## src/rtl/sseg_reader.sv

```systemverilog
// Recovers hex digits from a multiplexed, active-low seven-segment display bus.
// A digit is captured once its strobe+segment pattern has been stable for STABLE_CYCLES samples.
module sseg_reader #(
    parameter int unsigned STABLE_CYCLES = 4
) (
    input  logic        clk,
    input  logic        rst,
    input  logic [6:0]  segs,
    input  logic [3:0]  an,
    input  logic        err_clr,
    output logic [15:0] value,
    output logic [3:0]  dvalid,
    output logic        upd,
    output logic        err_flag
);

    localparam int unsigned SAMPLE_W = 11;
    localparam int unsigned CNT_W    = 8;

    typedef enum logic [1:0] {IDLE, SETTLE, HOLD} state_e;

    state_e              state_q, state_d;
    logic [SAMPLE_W-1:0] cand_q, cand_d;
    logic [CNT_W-1:0]    count_q, count_d;
    logic [15:0]         value_q, value_d;
    logic [3:0]          dvalid_q, dvalid_d;
    logic                upd_q, upd_d;
    logic                err_q, err_d;

    logic [SAMPLE_W-1:0] sample_c;
    logic [3:0]          sel_c;
    logic                legal_c;
    logic                capture_c;
    logic [3:0]          nib_c;
    logic                hex_c;
    logic                blank_c;

    assign sample_c = {an, segs};
    assign sel_c    = ~an;
    assign legal_c  = (sel_c != 4'h0) && ((sel_c & (sel_c - 4'd1)) == 4'h0);

    // Active-low glyph decode of the live segment bus
    always_comb begin
        nib_c   = 4'h0;
        hex_c   = 1'b1;
        blank_c = 1'b0;
        case (segs)
            7'h40: nib_c = 4'h0;
            7'h79: nib_c = 4'h1;
            7'h24: nib_c = 4'h2;
            7'h30: nib_c = 4'h3;
            7'h19: nib_c = 4'h4;
            7'h12: nib_c = 4'h5;
            7'h02: nib_c = 4'h6;
            7'h78: nib_c = 4'h7;
            7'h00: nib_c = 4'h8;
            7'h10: nib_c = 4'h9;
            7'h08: nib_c = 4'hA;
            7'h03: nib_c = 4'hB;
            7'h46: nib_c = 4'hC;
            7'h21: nib_c = 4'hD;
            7'h06: nib_c = 4'hE;
            7'h0E: nib_c = 4'hF;
            7'h7F: begin
                hex_c   = 1'b0;
                blank_c = 1'b1;
            end
            default: hex_c = 1'b0;
        endcase
    end

    // Next-state: stability tracking, capture and output update
    always_comb begin
        state_d   = state_q;
        cand_d    = cand_q;
        count_d   = count_q;
        value_d   = value_q;
        dvalid_d  = dvalid_q;
        upd_d     = 1'b0;
        err_d     = err_clr ? 1'b0 : err_q;
        capture_c = 1'b0;

        case (state_q)
            SETTLE: begin
                if (sample_c == cand_q) begin
                    count_d = (count_q == {CNT_W{1'b1}}) ? count_q : count_q + CNT_W'(1);
                    if ((9'(count_q) + 9'd1) >= 9'(STABLE_CYCLES)) begin
                        capture_c = 1'b1;
                        state_d   = HOLD;
                    end
                end else if (legal_c) begin
                    cand_d  = sample_c;
                    count_d = CNT_W'(1);
                end else begin
                    count_d = '0;
                    state_d = IDLE;
                end
            end
            IDLE, HOLD: begin
                // HOLD ignores an unchanged sample; any change is handled exactly like IDLE
                if (state_q == IDLE || sample_c != cand_q) begin
                    if (legal_c) begin
                        cand_d  = sample_c;
                        count_d = CNT_W'(1);
                        if (STABLE_CYCLES <= 1) begin
                            capture_c = 1'b1;
                            state_d   = HOLD;
                        end else begin
                            state_d = SETTLE;
                        end
                    end else begin
                        count_d = '0;
                        state_d = IDLE;
                    end
                end
            end
            default: state_d = IDLE;
        endcase

        if (capture_c) begin
            upd_d = 1'b1;
            for (int i = 0; i < 4; i++) begin
                if (!an[i]) begin
                    dvalid_d[i] = hex_c;
                    if (hex_c) value_d[4*i +: 4] = nib_c;
                end
            end
            if (!hex_c && !blank_c) err_d = 1'b1;
        end
    end

    always_ff @(posedge clk or posedge rst) begin
        if (rst) begin
            state_q  <= IDLE;
            cand_q   <= '0;
            count_q  <= '0;
            value_q  <= 16'h0000;
            dvalid_q <= 4'h0;
            upd_q    <= 1'b0;
            err_q    <= 1'b0;
        end else begin
            state_q  <= state_d;
            cand_q   <= cand_d;
            count_q  <= count_d;
            value_q  <= value_d;
            dvalid_q <= dvalid_d;
            upd_q    <= upd_d;
            err_q    <= err_d;
        end
    end

    assign value    = value_q;
    assign dvalid   = dvalid_q;
    assign upd      = upd_q;
    assign err_flag = err_q;

endmodule

```

## config.mk

```make
export PLATFORM = sky130hd
export DESIGN_NAME = sseg_reader
export DESIGN_NICKNAME = d
export VERILOG_FILES = /design/src/rtl/sseg_reader.sv
export SDC_FILE = /design/constraint.sdc
export NUM_CORES = 1
export LEC_CHECK = 0
export ABC_CLOCK_PERIOD_IN_PS = 3870
export CAP_MARGIN = 15
export CORE_MARGIN = 2
export CORE_UTILIZATION = 58
export DETAILED_ROUTE_END_ITERATION = 6
export PLACE_DENSITY = 0.84
export SETUP_SLACK_MARGIN = 0.02
export SYNTH_ARGS = -nofsm -noshare
export SYNTH_HDL_FRONTEND = slang
export SYNTH_SLANG_ARGS = --single-unit
export TNS_END_PERCENT = 30
```

## constraint.sdc

```tcl
create_clock -name clk -period 3.87 [get_ports clk]
set_clock_uncertainty 0.15 [all_clocks]
set_input_delay 0.774 -clock clk [delete_from_list [all_inputs] [get_ports clk]]
set_output_delay 0.774 -clock clk [all_outputs]
set_load 0.1 [all_outputs]
```

==> metrics.txt <==
Post-synth EDFFs=0; 1st-pass router iterations=4; Via-to-Cell Ratio=6.14; flops & latches, synth=43; CTS tree=built; final number of setup-violating endpoints=0; Fin Setup TNS=0 ns; nets=300; share of post-route cells with drive strength above 1=17.1%; synth top area cells=dfrtp_1 43%, mux2_2 7.7%, xor2_1 4.2%, o21ai_0 2.8%, a21oi_1 2.2%; Mapped Cells=248; GRT Overall Usage=25.7%; clock latency on the worst-skew pair=0.30 ns; Max Buffers Root-to-Sink=2; total power=1.02 mW; WP data required=3.90 ns; CTS Buf Count=5; first-pass GRT wire length=9930 µm; detailed-route via count=2062; Slew Limit Headroom=34.2%; worst hold path class=reg -> reg; post-route ant nets=0; Post-CTS Setup Bufs=0; status=completed; ys async rst share=100%; initial drt markers=137; hold buffer count at CTS=0; Setup WS pre-CTS=0.222 ns; max_cap viols=0; Final Max Slew Viols=0; Die ar.=4840 µm²; root buf cell=clkbuf_8; Final Hold Viols=0; CP Capture Type=register; leak pwr=1.33 nW; VDD IR max=235 µV; Starting Density=61.5%; Core Footprint=4060 µm²; HPWL after detailed placement=3980 µm; final worst slack=0.513 ns; kind of critical path=in -> reg; ys flop type=dfrtp_1; crit path DAT=3.39 ns; IO buf count=35; syn nets=263; Seq/Total Area, Yosys=43.2%; total grt overflow=0; CTS H-tree lvls=2; ANT cells=0; Layout Utilization=74.8%; Die H=69.6 µm; GP Congestion=0.839; Yosys top cell area share=43.2%; maximum clock frequency=298 MHz; crit start category=input port; clock sink total=43; Synth Cell Area=2490 µm²; yosys warns=0; WHS Path Cells=1; Rows=23; initial antenna violation count=0; critical-path maximum fanout=13; final wirelength=5640 µm; CTS resizes=0; R2R Setup Slk=0.82 ns; CTS clk-pin slew, worst paths=0.08 ns; unrepaired setup endpoints after global routing=no; io pins=36; Syn Area/Cell=10.1 µm²; pin count of the biggest net entering global routing=21; Reg2Reg Depth=7; P&R area growth vs syn=21.7%; final period utilization=86.8%; DRC Markers=0; fin crit period=3.36 ns; Synth area leader=dfrtp_1; Netlist cell types=54; power density cells=335 nW/µm²; WL/cell=16.8 µm; Worst Tran Pin Value=0.984 ns; Die W=69.6 µm; vias in the first global route=2015
-- power breakdown --
part           switching, mW  leakage, nW  internal (mW)
Sequential            0.0211        0.575          0.476
Clock                  0.156       0.0612          0.209
Combinational         0.0806        0.698         0.0743
-- layout by cell type (no fill, tap or decap), types with 2 or more instances in the layout --
master,count
nand2b_1,5
nor4_4,2
nor3_1,10
and2_1,3
mux2_4,3
a21o_1,3
nor2b_1,3
dfrtp_1,43
a21oi_1,11
a31oi_1,4
o2bb2ai_1,5
mux2i_1,2
o21ai_0,14
nand2_1,14
xnor2_1,2
nand4_1,5
clkbuf_8,6
inv_1,3
nor4bb_1,3
or3_1,7
clkdlybuf4s50_1,35
a211oi_1,2
xor2_1,12
nor2_1,12
and3_1,4
o21a_1,2
a22o_1,5
nand3_1,6
nor3b_1,2
buf_4,17
mux2_2,17
and4_1,2
-- layer usage --
layer,part of all wire [%],track usage (%),up-vias
met1,44,35.3,1016
met3,5.2,6.10,9
met2,49,39.7,59
met4,2.0,9.37,0
met5,0,0,-
li1,-,-,978
-- area by class of cell --
class / count / area, µm²
Inverter: 3 / 11.3
Multi-Input combinational cell: 180 / 1290
Timing Repair Buffer: 52 / 478
Tap cell: 50 / 62.6
Fill cell: 283 / 1020
Clock buffer: 6 / 82.6
Clock inverter: 2 / 35.0
Sequential cell: 43 / 1080
-- synthesized netlist by cell type, types with 6 or more instances --
master,count
o21ai_0,14
nand3_1,6
nand2_1,14
or3_1,7
xor2_1,12
nor2_1,12
clkbuf_1,12
mux2_2,17
a21oi_1,11
nor3_1,10
dfrtp_1,43
-- sequential cells by signal, indices dropped and copies added (netlist names) --
name / count
cand_q: 11
value: 16
state_q: 2
dvalid: 4
err_flag: 1
upd: 1
count_q: 8
-- cells by family after synthesis --
group | Yosys count | share of synthesized area [%]
buffers and inverters | 25 | 5.12
muxes | 22 | 10.3
AOI/OAI and AO/OA | 58 | 15.7
DFF | 43 | 43.2
and+or+nand+nor | 85 | 20.4
xor gates and xnor gates | 14 | 4.92
adders and majority gates | 1 | 0.502
-- path summary, 6_finish.rpt --
| path | from | to |
|---|---|---|
| hold / removal | value[13] | value[13] |
| hold reg to reg | value[13] | value[13] |
| setup / recovery | segs[5] | value[3] |
| min in group asynchronous | rst | count_q[3] |
| max in group asynchronous | rst | err_flag |
| setup reg to reg | count_q[0] | value[3] |
-- through the flow --
| stage | hold WS [ns] | cell area (µm²) | std cells |
|---|---|---|---|
| 4_1_cts | 0.348 | 3040 | 336 |
| 3_3_place_gp | 0.329 | 2920 | 328 |
| 5_1_grt | 0.377 | 3040 | 336 |
| 6_report | 0.341 | 3040 | 336 |
| 3_5_place_dp | 0.325 | 2920 | 328 |
| 2_1_floorplan | 0.349 | 2490 | 248 |
-- critical path, stage by stage --
cell,delay [ns]
clkdlybuf4s50_1,0.61
xor2_1,0.25
nor3_1,0.32
nand4_1,0.13
or3_1,0.46
or3_1,0.49
mux2_4,0.35
No activity file was read; power rests on OpenSTA's default activity.
